===== src/rtl/elevator_scan_ctrl.sv =====
// SCAN-order elevator controller for NUM_FLOORS floors.
// Floor calls are latched into a pending vector. The car keeps moving in its
// current direction while calls remain ahead of it, and reverses otherwise.
// Travel between floors takes MOVE_CYCLES clocks and the door dwell takes
// DOOR_CYCLES clocks.
module elevator_scan_ctrl #(
  parameter int NUM_FLOORS  = 8,
  parameter int FLOOR_W     = $clog2(NUM_FLOORS),
  parameter int MOVE_CYCLES = 4,
  parameter int DOOR_CYCLES = 6
) (
  input  logic                  clk,
  input  logic                  rst,
  input  logic [NUM_FLOORS-1:0] req,
  output logic [FLOOR_W-1:0]    floor,
  output logic                  dir,
  output logic                  moving,
  output logic                  door_open,
  output logic [NUM_FLOORS-1:0] pending
);

  localparam int MAX_CYC = (MOVE_CYCLES > DOOR_CYCLES) ? MOVE_CYCLES : DOOR_CYCLES;
  localparam int CNT_W   = $clog2(MAX_CYC) + 1;
  localparam logic [CNT_W-1:0] MOVE_LAST = CNT_W'(MOVE_CYCLES - 1);
  localparam logic [CNT_W-1:0] DOOR_LAST = CNT_W'(DOOR_CYCLES - 1);
  localparam logic [NUM_FLOORS-1:0] ONE_BIT = {{(NUM_FLOORS-1){1'b0}}, 1'b1};

  typedef enum logic [1:0] {
    IDLE   = 2'b00,
    MOVING = 2'b01,
    DOOR   = 2'b10
  } state_t;

  state_t                  state_q, state_nx;
  logic [FLOOR_W-1:0]      floor_nx, step_floor;
  logic                    dir_nx;
  logic [CNT_W-1:0]        move_cnt, move_cnt_nx;
  logic [CNT_W-1:0]        door_cnt, door_cnt_nx;
  logic [NUM_FLOORS-1:0]   pending_nx, clr;
  logic                    above, below;

  // True when any call in p lies strictly above floor f.
  function automatic logic calls_above(input logic [NUM_FLOORS-1:0] p,
                                       input logic [FLOOR_W-1:0] f);
    logic r;
    r = 1'b0;
    for (int i = 0; i < NUM_FLOORS; i++)
      if ((FLOOR_W'(i) > f) && p[i]) r = 1'b1;
    return r;
  endfunction

  // True when any call in p lies strictly below floor f.
  function automatic logic calls_below(input logic [NUM_FLOORS-1:0] p,
                                       input logic [FLOOR_W-1:0] f);
    logic r;
    r = 1'b0;
    for (int i = 0; i < NUM_FLOORS; i++)
      if ((FLOOR_W'(i) < f) && p[i]) r = 1'b1;
    return r;
  endfunction

  assign moving    = (state_q == MOVING);
  assign door_open = (state_q == DOOR);

  // State, position, counters and call latch; reset overrides everything.
  always_ff @(posedge clk) begin
    if (rst) begin
      state_q  <= IDLE;
      floor    <= '0;
      dir      <= 1'b1;
      move_cnt <= '0;
      door_cnt <= '0;
      pending  <= '0;
    end else begin
      state_q  <= state_nx;
      floor    <= floor_nx;
      dir      <= dir_nx;
      move_cnt <= move_cnt_nx;
      door_cnt <= door_cnt_nx;
      pending  <= pending_nx;
    end
  end

  // SCAN next-state logic: serve own floor, continue ahead, or reverse.
  // An own-floor call is served on the same edge it is seen (including the
  // live req bit), so it never lingers in pending. Departure decisions use
  // only latched calls, so a new remote call departs one edge after latching.
  always_comb begin
    state_nx    = state_q;
    floor_nx    = floor;
    dir_nx      = dir;
    move_cnt_nx = move_cnt;
    door_cnt_nx = door_cnt;
    clr         = '0;
    above       = calls_above(pending, floor);
    below       = calls_below(pending, floor);
    step_floor  = dir ? (floor + FLOOR_W'(1)) : (floor - FLOOR_W'(1));

    case (state_q)
      IDLE: begin
        if (pending[floor] || req[floor]) begin
          state_nx    = DOOR;
          clr         = ONE_BIT << floor;
          door_cnt_nx = '0;
        end else if ((dir && above) || (!dir && below)) begin
          state_nx    = MOVING;
          move_cnt_nx = '0;
        end else if (above || below) begin
          dir_nx      = ~dir;
          state_nx    = MOVING;
          move_cnt_nx = '0;
        end
      end
      MOVING: begin
        if (move_cnt == MOVE_LAST) begin
          floor_nx    = step_floor;
          move_cnt_nx = '0;
          if (pending[step_floor] || req[step_floor]) begin
            state_nx    = DOOR;
            clr         = ONE_BIT << step_floor;
            door_cnt_nx = '0;
          end else if (dir ? !calls_above(pending, step_floor)
                           : !calls_below(pending, step_floor)) begin
            state_nx = IDLE;
          end
        end else begin
          move_cnt_nx = move_cnt + CNT_W'(1);
        end
      end
      DOOR: begin
        // Calls to the floor with the door already open are absorbed.
        clr = ONE_BIT << floor;
        if (req[floor]) begin
          door_cnt_nx = '0;
        end else if (door_cnt == DOOR_LAST) begin
          state_nx    = IDLE;
          door_cnt_nx = '0;
        end else begin
          door_cnt_nx = door_cnt + CNT_W'(1);
        end
      end
      default: begin
        state_nx = IDLE;
      end
    endcase

    pending_nx = (pending | req) & ~clr;
  end

endmodule


===== config.mk =====
export PLATFORM = sky130hd
export DESIGN_NAME = elevator_scan_ctrl
export DESIGN_NICKNAME = d
export VERILOG_FILES = /design/src/rtl/elevator_scan_ctrl.sv
export SDC_FILE = /design/constraint.sdc
export NUM_CORES = 1
export LEC_CHECK = 0
export CAP_MARGIN = 5
export CORE_UTILIZATION = 55
export CTS_CLUSTER_DIAMETER = 120
export DETAILED_ROUTE_END_ITERATION = 12
export PLACE_DENSITY_LB_ADDON = 0.2
export SLEW_MARGIN = 20
export SYNTH_ARGS = -nofsm -noshare
export SYNTH_HDL_FRONTEND = slang
export SYNTH_SLANG_ARGS = --single-unit

===== constraint.sdc =====
create_clock -name clk -period 3.54 [get_ports clk]
set_input_delay 0.531 -clock clk [delete_from_list [all_inputs] [get_ports clk]]
set_output_delay 0.531 -clock clk [all_outputs]
set_load 0.05 [all_outputs]

==> load_flow_metrics.sql, run 1 <==
INSERT INTO impl_metrics (metric_group, metric, value, unit) VALUES
('clock_tree', 'clock_insertion_delay_worst_skew', '0.32', 'ns'),
('drt', 'wl', '4.81', 'mm'),
('sta', 'finalWorstPathRequiredPeriod', '2.82', 'ns'),
('synth', 'ys.warnings.count', '0', ''),
('floorplanning', 'core_area', '3100', 'µm²'),
('clock_tree', 'htreeDepth', '1', ''),
('floorplanning', 'initial_utilization', '0.586', ''),
('setup_path', 'worst_r2r_startpoint', 'floor[1]$_SDFFE_PP0P_', ''),
('sta', 'timing.fmax', '0.354', 'GHz'),
('flow_run', 'timing.max_cap.violations', '0', ''),
('clock_tree', 'post-cts-setup-buffer-count', '0', ''),
('floorplanning', 'fp.dieH', '59.5', 'µm'),
('drt', 'route.vias.total', '1822', ''),
('setup_path', 'critical_path.reg2reg.endpoint', 'state_q[0]$_SDFFE_PP0P_', ''),
('clock_tree', 'ctsLongestPathBuffers', '2', ''),
('status', 'run_status', 'finished, final reports clean', ''),
('floorplanning', 'dieArea', '3540', 'µm²'),
('synth', 'syn_inst', '224', ''),
('power', 'vdd_ir_drop_max', '0.238', 'mV'),
('power', 'pwr_density_cell', '400', 'nW/µm²'),
('placed_design', 'gp_congestion', '0.908', ''),
('setup_path', 'r2r_slack', '0.72', 'ns'),
('drt', 'drc', '0', ''),
('clock_tree', 'numCtsBuffers', '3', ''),
('finish', 'cell_area_after_layout', '2090', 'µm²'),
('synth', 'synth_largest_type_area_fraction', '0.242', ''),
('synth', 'synth.avg_cell_area', '8.12', 'µm²'),
('placed_design', 'number_of_input_and_output_port_buffers_inserted', '23', ''),
('clock_tree', 'cts_tree', 'yes', ''),
('placed_design', 'dpl.hpwl', '3.50', 'mm'),
('global_route', 'grt_pass1_wl', '7.84', 'mm'),
('setup_path', 'timing.reg2reg.worst_path_depth', '9', ''),
('floorplanning', 'fp.dieW', '59.5', 'µm'),
('finish', 'final_layout_net_count', '259', ''),
('sta', 'final-setup-viol-count', '0', ''),
('sta', 'relSlewSlack', '0.437', ''),
('clock_tree', 'clk_transition_reported_paths', '0.13', 'ns'),
('synth', 'postSynth.topFlopCell', 'sky130_fd_sc_hd__dfxtp_1', ''),
('synth', 'synth-seq-cells', '22', ''),
('sta', 'finalClockSkew', '0.00532', 'ns'),
('floorplanning', 'site_rows', '20', ''),
('sta', 'fin_max_slew_vios', '0', ''),
('synth', 'post_synth_main_area_contributors', 'sky130_fd_sc_hd__dfxtp_1, sky130_fd_sc_hd__mux2i_1, sky130_fd_sc_hd__ha_1', ''),
('setup_path', 'critical_path.max_fanout', '10', ''),
('drt', 'initialDrtViolationCount', '161', ''),
('global_route', 'gr-usage-all-layers', '0.295', ''),
('global_route', 'grt_overflow', '0', ''),
('setup_path', 'critical_path_class', 'reg2reg', ''),
('finish', 'antenna-diode-count', '0', ''),
('synth', 'synth_area', '1820', 'µm²'),
('sta', 'rsz_0062_raised_after_global_routing', 'no', ''),
('clock_tree', 'cts_sink_cnt', '22', ''),
('drt', 'antenna_viol_nets_final', '0', ''),
('synth', 'synth_top_area_cell', 'sky130_fd_sc_hd__dfxtp_1', ''),
('synth', 'synth_cell_type_count', '51', ''),
('synth', 'postSynthNetCount', '244', ''),
('clock_tree', 'cts_resized', '0', ''),
('global_route', 'antenna_violations_before_repair', '0', ''),
('synth', 'synth.cells.most_frequent', 'sky130_fd_sc_hd__dfxtp_1, sky130_fd_sc_hd__nor2_1, sky130_fd_sc_hd__mux2i_1', ''),
('drt', 'via_per_inst', '6.46', ''),
('setup_path', 'critical_path.endpoint_type', 'flop', ''),
('floorplanning', 'io_pins', '24', ''),
('sta', 'worst_slack', '0.717', 'ns'),
('min_path', 'hold_path_startpoint', 'door_cnt[3]$_SDFFE_PP0P_', ''),
('min_path', 'holdPathEnd', 'door_cnt[3]$_SDFFE_PP0P_', ''),
('sta', 'hold_viol_final', '0', ''),
('synth', 'synth_sequential_area_ratio', '0.242', ''),
('global_route', 'maximum_number_of_pins_on_one_net_before_global_route_repair', '26', ''),
('global_route', 'vias_in_the_first_global_route', '1624', ''),
('finish', 'layout-drive-gt1-share', '0.0588', ''),
('setup_path', 'crit_arrival', '3.04', 'ns');
layout make-up:
class / instances / area (µm²)
Clock buffer: 3 / 22.5
Clock inverter: 1 / 30.0
Fill cell: 273 / 1010
Inverter: 10 / 37.5
Multi-Input combinational cell: 175 / 1240
Sequential cell: 22 / 440
Tap cell: 44 / 55.1
Timing Repair Buffer: 27 / 260
worst max path at each step:
stage,end,start,slack [ns],cells after the start
3_5_place_dp,state_q[0]$_SDFFE_PP0P_,floor[1]$_SDFFE_PP0P_,0.80,9
3_3_place_gp,state_q[0]$_SDFFE_PP0P_,floor[0]$_SDFFE_PP0P_,0.82,9
4_1_cts,state_q[0]$_SDFFE_PP0P_,floor[1]$_SDFFE_PP0P_,0.77,9
5_1_grt,state_q[1]$_SDFFE_PP0P_,floor[0]$_SDFFE_PP0P_,0.59,9
6_report,state_q[0]$_SDFFE_PP0P_,floor[1]$_SDFFE_PP0P_,0.72,9
2_1_floorplan,state_q[0]$_SDFFE_PP0P_,floor[1]$_SDFFE_PP0P_,0.38,12
metal layers:
| metal | share of wire | vias to the layer above | GRT usage |
|---|---|---|---|
| met5 | 0 | - | 0 |
| met4 | 0.023 | 0 | 0.126 |
| met3 | 0.081 | 15 | 0.0371 |
| met2 | 0.44 | 87 | 0.437 |
| met1 | 0.46 | 854 | 0.428 |
| li1 | - | 866 | - |
placed cells by master, fill, tap and decap left out, types with 4 or more instances in the layout:
master                            count
sky130_fd_sc_hd__mux2i_1             14
sky130_fd_sc_hd__o21bai_1             8
sky130_fd_sc_hd__o211ai_1             5
sky130_fd_sc_hd__o21ai_0              9
sky130_fd_sc_hd__inv_1                9
sky130_fd_sc_hd__nand2b_1             7
sky130_fd_sc_hd__nor2b_1              4
sky130_fd_sc_hd__nor2_1              18
sky130_fd_sc_hd__clkdlybuf4s50_1     23
sky130_fd_sc_hd__nand2_1             13
sky130_fd_sc_hd__a221oi_1             8
sky130_fd_sc_hd__nand4_1              5
sky130_fd_sc_hd__buf_4                4
sky130_fd_sc_hd__dfxtp_1             22
sky130_fd_sc_hd__nor3_1               6
sky130_fd_sc_hd__ha_1                10
sky130_fd_sc_hd__nand3_1             11
sky130_fd_sc_hd__and2_1               4
sky130_fd_sc_hd__a21oi_1             13
state kept, by name, indices dropped and copies added (netlist names):
register,cells
state_q,2
floor,3
move_cnt,4
door_cnt,4
pending,8
dir,1
power by group:
group	leakage [nW]	internal [mW]	total [mW]	switching [mW]
logic	0.588	0.120	0.315	0.195
clock network	0.0279	0.115	0.200	0.0853
registers	0.180	0.272	0.321	0.0484
critical path: stages, from the launching register on:
cell	delay, ns
sky130_fd_sc_hd__dfxtp_1	0.37
sky130_fd_sc_hd__inv_1	0.11
sky130_fd_sc_hd__ha_1	0.43
sky130_fd_sc_hd__xnor2_1	0.48
sky130_fd_sc_hd__mux4_2	0.39
sky130_fd_sc_hd__mux2i_1	0.24
sky130_fd_sc_hd__o31ai_4	0.13
sky130_fd_sc_hd__a31oi_1	0.16
sky130_fd_sc_hd__a21oi_1	0.09
sky130_fd_sc_hd__mux2_1	0.31
cells by family (layout without fill, tap and decap cells):
group,count (synthesis),after routing,synth area share
and+or+nand+nor,76,76,0.214
AOI/OAI and AO/OA,68,68,0.273
buffers and inverters,27,41,0.0750
DFF,22,22,0.242
muxes,17,17,0.108
adders and majority gates,10,10,0.0688
xor gates and xnor gates,4,4,0.0193
stage by stage:
step / hold WS [ns] / cells / power, mW / util
finish: 0.498 / 282 / 0.836 / 0.673
global route: 0.521 / 282 / 0.875 / 0.673
CTS: 0.492 / 282 / 0.828 / 0.673
detailed placement: 0.471 / 278 / 0.633 / 0.656
global placement: 0.470 / 278 / 0.632 / 0.656
floorplan: 0.441 / 224 / 0.545 / -
No activity file was read; power rests on OpenSTA's default activity.
==> inputs of run 2 (changes only) <==
==> constraint.sdc (replaced) <==
create_clock -name clk -period 2.95 [get_ports clk]
set_input_delay 0.4425 -clock clk [delete_from_list [all_inputs] [get_ports clk]]
set_output_delay 0.4425 -clock clk [all_outputs]
set_load 0.05 [all_outputs]
==> load_flow_metrics.sql, run 2 (same netlist as run 1, synthesis figures left out) <==
INSERT INTO impl_metrics (metric_group, metric, value, unit) VALUES
('status', 'run_status', 'finished, final reports clean', ''),
('floorplanning', 'site_rows', '20', ''),
('clock_tree', 'ctsLongestPathBuffers', '2', ''),
('finish', 'layout_commonest_cell', 'sky130_fd_sc_hd__clkdlybuf4s50_1', ''),
('drt', 'initialDrtViolationCount', '152', ''),
('sta', 'timing_worst_slew_pin_value', '0.876', 'ns'),
('sta', 'timing.fmax', '0.367', 'GHz'),
('sta', 'final_worst_path_period_share', '0.925', ''),
('setup_path', 'worst_r2r_startpoint', 'floor[1]$_SDFFE_PP0P_', ''),
('sta', 'rsz_0062_raised_after_global_routing', 'no', ''),
('drt', 'wl', '5.34', 'mm'),
('finish', 'largest_register_ffs', '8', ''),
('setup_path', 'crit_arrival', '2.95', 'ns'),
('setup_path', 'critical_path.max_fanout', '17', ''),
('placed_design', 'dpl.hpwl', '3.88', 'mm'),
('placed_design', 'dp_cells', '280', ''),
('setup_path', 'critical_path.reg2reg.endpoint', 'state_q[0]$_SDFFE_PP0P_', ''),
('placed_design', 'gp_congestion', '1.02', ''),
('clock_tree', 'clock_insertion_delay_worst_skew', '0.32', 'ns'),
('power', 'vdd_ir_drop_max', '0.331', 'mV'),
('finish', 'biggestRegsByFlops', 'pending (8), door_cnt (4), move_cnt (4)', ''),
('global_route', 'gr-usage-all-layers', '0.328', ''),
('clock_tree', 'cts_sink_cnt', '22', ''),
('sta', 'hold_viol_final', '0', ''),
('global_route', 'maximum_number_of_pins_on_one_net_before_global_route_repair', '26', ''),
('floorplanning', 'dieArea', '3540', 'µm²'),
('clock_tree', 'clk_transition_reported_paths', '0.13', 'ns'),
('floorplanning', 'fp.dieH', '59.5', 'µm'),
('power', 'pwr_density_cell', '475', 'nW/µm²'),
('clock_tree', 'numCtsBuffers', '3', ''),
('finish', 'area_taken_by_flip_flops_and_latches', '443', 'µm²'),
('finish', 'layout.filler_cells', '276', ''),
('finish', 'largest_register', 'pending', ''),
('placed_design', 'dpl_cell_area', '2060', 'µm²'),
('power', 'clockPowerShare', '0.235', ''),
('power', 'power.sequential.fraction', '0.386', ''),
('clock_tree', 'htreeDepth', '1', ''),
('min_path', 'holdPathEnd', 'door_cnt[3]$_SDFFE_PP0P_', ''),
('drt', 'drtPass1Iterations', '4', ''),
('min_path', 'hold_path_startpoint', 'door_cnt[3]$_SDFFE_PP0P_', ''),
('flow_run', 'timing.max_cap.violations', '0', ''),
('placed_design', 'number_of_input_and_output_port_buffers_inserted', '23', ''),
('setup_path', 'critical_path.n_buffers_inverters', '1', ''),
('setup_path', 'crit_family', 'compound AO/OA/AOI/OAI gates', ''),
('finish', 'final_layout_net_count', '261', ''),
('setup_path', 'cpMaxStageDelayCell', 'sky130_fd_sc_hd__dfxtp_2', ''),
('power', 'combPwrFrac', '0.379', ''),
('power', 'swShare', '0.391', ''),
('min_path', 'min_delay_path_depth', '1', ''),
('global_route', 'vias_in_the_first_global_route', '1677', ''),
('min_path', 'holdCritPathClass', 'reg2reg', ''),
('sta', 'relSlewSlack', '0.414', ''),
('power', 'post-layout-total-power', '1.01', 'mW'),
('setup_path', 'crit_top_cell', 'sky130_fd_sc_hd__ha_1', ''),
('finish', 'multi_input_area', '1260', 'µm²'),
('floorplanning', 'io_pins', '24', ''),
('sta', 'fin_max_slew_vios', '0', ''),
('floorplanning', 'fp.dieW', '59.5', 'µm'),
('floorplanning', 'initial_utilization', '0.586', ''),
('finish', 'layout_common_cells', 'sky130_fd_sc_hd__clkdlybuf4s50_1, sky130_fd_sc_hd__dfxtp_1, sky130_fd_sc_hd__nor2_1', ''),
('power', 'switching_power', '394', 'µW'),
('drt', 'routed_wire_length_per_instance', '18.8', 'µm'),
('drt', 'antenna_viol_nets_final', '0', ''),
('clock_tree', 'cts-hold-fix-buffers', '0', ''),
('power', 'power.leakage', '0.826', 'nW'),
('setup_path', 'r2r_slack', '0.22', 'ns'),
('clock_tree', 'cts_tree', 'yes', ''),
('drt', 'drc', '0', ''),
('drt', 'via_per_inst', '6.49', ''),
('sta', 'finalWorstPathRequiredPeriod', '2.73', 'ns'),
('finish', 'final-instance-count-excl-fill', '284', ''),
('setup_path', 'critical_path.endpoint_type', 'flop', ''),
('sta', 'final.setup.tns', '0', 'ns'),
('setup_path', 'cp_data_required_time', '3.17', 'ns'),
('setup_path', 'critical_path_class', 'reg2reg', ''),
('finish', 'antenna-diode-count', '0', ''),
('setup_path', 'startpoint_class', 'flop', ''),
('floorplanning', 'core_area', '3100', 'µm²'),
('finish', 'layout-drive-gt1-share', '0.0875', ''),
('power', 'intPower', '615', 'µW'),
('global_route', 'grt_pass1_wl', '8.36', 'mm'),
('setup_path', 'timing.reg2reg.worst_path_depth', '10', ''),
('global_route', 'antenna_violations_before_repair', '1', ''),
('sta', 'finalClockSkew', '0.00834', 'ns'),
('drt', 'route.vias.total', '1843', ''),
('setup_path', 'critical-path-max-stage-delay', '0.35', 'ns'),
('global_route', 'grt_overflow', '0', ''),
('sta', 'final-setup-viol-count', '0', ''),
('finish', 'cell_area_after_layout', '2120', 'µm²'),
('finish', 'layout-area-overhead-vs-synth', '16.7', '%'),
('setup_path', 'critical_path.cell_chain', 'buf_4, ha_1, ha_1, nand3_1, o31ai_1, a22o_1, o31ai_4, a31oi_1, a21oi_1, mux2_1', ''),
('clock_tree', 'ctsRootBufferMaster', 'sky130_fd_sc_hd__clkbuf_4', '');
==> run 2: power by group through the flow <==
stage                     clock (mW)  combinational (mW)  sequential, mW
after floorplan                    0               0.265           0.389
after detailed placement           0               0.377           0.394
after global placement             0               0.373           0.392
final                          0.237               0.382           0.389
after global routing           0.256               0.415           0.396
after CTS                      0.241               0.378           0.387
==> run 2: final cells by class <==
| cell class | count | share of cell area |
|---|---|---|
| Clock buffer | 3 | 0.0106 |
| Timing Repair Buffer | 29 | 0.130 |
| Tap cell | 44 | 0.0259 |
| Clock inverter | 1 | 0.0141 |
| Sequential cell | 22 | 0.209 |
| Inverter | 10 | 0.0177 |
| Multi-Input combinational cell | 175 | 0.593 |
==> run 2: repair_timing <==
action / CTS / global route
setup endpoints to repair: 0 / 1
setup buffers: 0 / 0
resized for setup: 0 / 2
==> run 2: worst max-delay path by stage <==
stage	from	slack, ns	cells past startpoint	to
5_1_grt	floor[1]$_SDFFE_PP0P_	0.10	10	state_q[1]$_SDFFE_PP0P_
3_5_place_dp	floor[1]$_SDFFE_PP0P_	0.22	8	pending[3]$_SDFF_PP0_
3_3_place_gp	floor[1]$_SDFFE_PP0P_	0.32	9	state_q[0]$_SDFFE_PP0P_
2_1_floorplan	floor[1]$_SDFFE_PP0P_	0.1	12	state_q[0]$_SDFFE_PP0P_
4_1_cts	floor[1]$_SDFFE_PP0P_	0.11	8	pending[3]$_SDFF_PP0_
6_report	floor[1]$_SDFFE_PP0P_	0.22	10	state_q[0]$_SDFFE_PP0P_
==> run 2: through the flow <==
| stage | hold WS [ns] | util | setup slack [ns] |
|---|---|---|---|
| 2_1_floorplan | 0.441 | - | 0.0996 |
| 3_3_place_gp | 0.454 | 0.664 | 0.320 |
| 4_1_cts | 0.492 | 0.681 | 0.115 |
| 5_1_grt | 0.508 | 0.684 | 0.105 |
| 6_report | 0.499 | 0.684 | 0.222 |
| 3_5_place_dp | 0.468 | 0.664 | 0.222 |
==> run 2: worst reg2reg max path, delay by kind of cell (launching register included) <==
| family | cells | cell delay, ns |
|---|---|---|
| AO/OA/AOI/OAI | 5 | 1.01 |
| adder cells (fa/ha/maj) | 2 | 0.58 |
| buffers and inverters | 1 | 0.25 |
| flip-flops | 1 | 0.35 |
| multiplexers | 1 | 0.34 |
| AND/OR/NAND/NOR | 1 | 0.12 |
==> run 2: per-layer routing <==
metal,part of all wire,GRT usage,vias to the layer above,wire length (µm)
li1,-,-,876,-
met1,0.42,0.444,852,2230
met2,0.45,0.514,93,2420
met3,0.089,0.0415,20,473
met4,0.038,0.159,2,201
met5,0.0024,0,-,13
==> inputs of run 3 (changes only) <==
==> constraint.sdc (replaced) <==
create_clock -name clk -period 2.64 [get_ports clk]
set_input_delay 0.396 -clock clk [delete_from_list [all_inputs] [get_ports clk]]
set_output_delay 0.396 -clock clk [all_outputs]
set_load 0.05 [all_outputs]
==> load_flow_metrics.sql, run 3 (same netlist as run 1, synthesis figures left out) <==
INSERT INTO impl_metrics (metric_group, metric, value, unit) VALUES
('setup_path', 'critical_path.max_fanout', '10', ''),
('clock_tree', 'ctsRootBufferMaster', 'sky130_fd_sc_hd__clkbuf_4', ''),
('setup_path', 'critical_path.reg2reg.endpoint', 'pending[0]$_SDFF_PP0_', ''),
('global_route', 'vias_in_the_first_global_route', '1632', ''),
('power', 'pwr_density_cell', '509', 'nW/µm²'),
('min_path', 'hold_path_startpoint', 'door_cnt[3]$_SDFFE_PP0P_', ''),
('finish', 'largest_register', 'pending', ''),
('clock_tree', 'cts-hold-fix-buffers', '0', ''),
('placed_design', 'number_of_input_and_output_port_buffers_inserted', '23', ''),
('clock_tree', 'ctsLongestPathBuffers', '2', ''),
('sta', 'hold_viol_final', '0', ''),
('sta', 'final-setup-viol-count', '0', ''),
('setup_path', 'critical_path_class', 'reg2reg', ''),
('finish', 'layout-area-overhead-vs-synth', '21.4', '%'),
('finish', 'final_layout_net_count', '267', ''),
('sta', 'timing.fmax', '0.407', 'GHz'),
('drt', 'via_per_inst', '6.26', ''),
('global_route', 'grt_pass1_wl', '7.96', 'mm'),
('floorplanning', 'initial_utilization', '0.586', ''),
('setup_path', 'critical_path.endpoint_type', 'flop', ''),
('floorplanning', 'core_area', '3100', 'µm²'),
('clock_tree', 'htreeDepth', '1', ''),
('sta', 'finalClockSkew', '0.00149', 'ns'),
('setup_path', 'startpoint_class', 'flop', ''),
('sta', 'rsz_0062_raised_after_global_routing', 'no', ''),
('floorplanning', 'dieArea', '3540', 'µm²'),
('drt', 'wl', '4.95', 'mm'),
('global_route', 'antenna_violations_before_repair', '0', ''),
('finish', 'layout-drive-gt1-share', '0.122', ''),
('setup_path', 'worst_r2r_startpoint', 'floor[1]$_SDFFE_PP0P_', ''),
('drt', 'drtPass1Iterations', '4', ''),
('drt', 'route.vias.total', '1815', ''),
('drt', 'drc', '0', ''),
('floorplanning', 'fp.dieW', '59.5', 'µm'),
('clock_tree', 'numCtsBuffers', '3', ''),
('setup_path', 'cp_data_required_time', '2.85', 'ns'),
('finish', 'biggestRegsByFlops', 'pending (8), door_cnt (4), move_cnt (4)', ''),
('sta', 'final.setup.tns', '0', 'ns'),
('clock_tree', 'cts_tree', 'yes', ''),
('clock_tree', 'clock_insertion_delay_worst_skew', '0.31', 'ns'),
('power', 'power.leakage', '0.866', 'nW'),
('floorplanning', 'io_pins', '24', ''),
('setup_path', 'crit_arrival', '2.66', 'ns'),
('drt', 'initialDrtViolationCount', '143', ''),
('finish', 'layout_common_cells', 'sky130_fd_sc_hd__clkdlybuf4s50_1, sky130_fd_sc_hd__dfxtp_1, sky130_fd_sc_hd__nor2_1, sky130_fd_sc_hd__a21oi_1, sky130_fd_sc_hd__nand2_1', ''),
('placed_design', 'dpl.hpwl', '3.65', 'mm'),
('finish', 'antenna-diode-count', '0', ''),
('global_route', 'grt_overflow', '0', ''),
('finish', 'layout_commonest_cell', 'sky130_fd_sc_hd__clkdlybuf4s50_1', ''),
('drt', 'antenna_viol_nets_final', '0', ''),
('flow_run', 'timing.max_cap.violations', '0', ''),
('sta', 'fin_max_slew_vios', '0', ''),
('min_path', 'holdPathEnd', 'door_cnt[3]$_SDFFE_PP0P_', ''),
('clock_tree', 'cts_sink_cnt', '22', ''),
('drt', 'routed_wire_length_per_instance', '17.1', 'µm'),
('floorplanning', 'fp.dieH', '59.5', 'µm'),
('power', 'vdd_ir_drop_max', '0.310', 'mV'),
('status', 'run_status', 'finished, final reports clean', ''),
('sta', 'timing_worst_slew_pin_value', '0.751', 'ns'),
('placed_design', 'gp_congestion', '0.880', ''),
('global_route', 'maximum_number_of_pins_on_one_net_before_global_route_repair', '22', ''),
('min_path', 'holdCritPathClass', 'reg2reg', ''),
('global_route', 'gr-usage-all-layers', '0.302', ''),
('finish', 'largest_register_ffs', '8', ''),
('floorplanning', 'site_rows', '20', ''),
('setup_path', 'r2r_slack', '0.19', 'ns'),
('clock_tree', 'clk_transition_reported_paths', '0.12', 'ns'),
('power', 'post-layout-total-power', '1.12', 'mW'),
('sta', 'finalWorstPathRequiredPeriod', '2.45', 'ns'),
('setup_path', 'timing.reg2reg.worst_path_depth', '10', ''),
('sta', 'final_worst_path_period_share', '0.930', ''),
('min_path', 'min_delay_path_depth', '1', ''),
('sta', 'relSlewSlack', '0.495', '');
[run 3: worst max-delay path, cell delays in order, from the launching register on]
cell	delay [ns]
sky130_fd_sc_hd__dfxtp_4	0.40
sky130_fd_sc_hd__inv_2	0.06
sky130_fd_sc_hd__ha_4	0.27
sky130_fd_sc_hd__xnor2_4	0.25
sky130_fd_sc_hd__mux4_2	0.37
sky130_fd_sc_hd__mux2i_2	0.22
sky130_fd_sc_hd__o31ai_4	0.12
sky130_fd_sc_hd__nand2b_1	0.11
sky130_fd_sc_hd__nor2_1	0.05
sky130_fd_sc_hd__buf_4	0.15
sky130_fd_sc_hd__a221oi_1	0.35
[run 3: worst max-delay path by stage]
stage               slack (ns)  cells after the start                  start                       to
global route              0.05                     10  floor[1]$_SDFFE_PP0P_    pending[0]$_SDFF_PP0_
floorplan                 0.01                      8  floor[2]$_SDFFE_PP0P_  state_q[0]$_SDFFE_PP0P_
CTS                       0.12                      9  floor[1]$_SDFFE_PP0P_    pending[0]$_SDFF_PP0_
detailed placement        0.12                      8                 req[7]  state_q[0]$_SDFFE_PP0P_
finish                    0.19                     10  floor[1]$_SDFFE_PP0P_    pending[0]$_SDFF_PP0_
global placement          0.13                      8                 req[7]  state_q[0]$_SDFFE_PP0P_
[run 3: area by class of cell]
cell class              count  area, µm²
repair buffers             35        320
inverters                  10       37.5
clock inverters             1       30.0
well taps                  44       55.1
multi-input cells         175       1300
flip-flops and latches     22        445
fillers                   272        895
clock buffers               3       22.5
[run 3: power by group]
| part | internal, mW | switching, mW |
|---|---|---|
| logic | 0.169 | 0.266 |
| registers | 0.364 | 0.0651 |
| clock network | 0.154 | 0.107 |
| total | 0.687 | 0.438 |
[run 3: through the flow]
stage | util | area [µm²] | instances | hold slack [ns] | worst slack [ns]
after floorplan | - | 1870 | 224 | 0.441 | 0.0101
after global placement | 0.688 | 2140 | 286 | 0.460 | 0.132
after detailed placement | 0.688 | 2140 | 286 | 0.465 | 0.122
after CTS | 0.705 | 2190 | 290 | 0.487 | 0.118
after global routing | 0.712 | 2210 | 290 | 0.527 | 0.0523
final | 0.712 | 2210 | 290 | 0.492 | 0.185
[run 3: per-layer routing]
layer	track usage	vias to the layer above	routed length, µm
li1	-	879	-
met1	0.434	819	2190
met2	0.446	107	2120
met3	0.0590	10	534
met4	0.110	0	95
met5	0	-	0
[run 3: repair_timing]
item,CTS,global route
buffers inserted,0,0
resized for setup,0,3
endpoints found under the setup margin,0,1
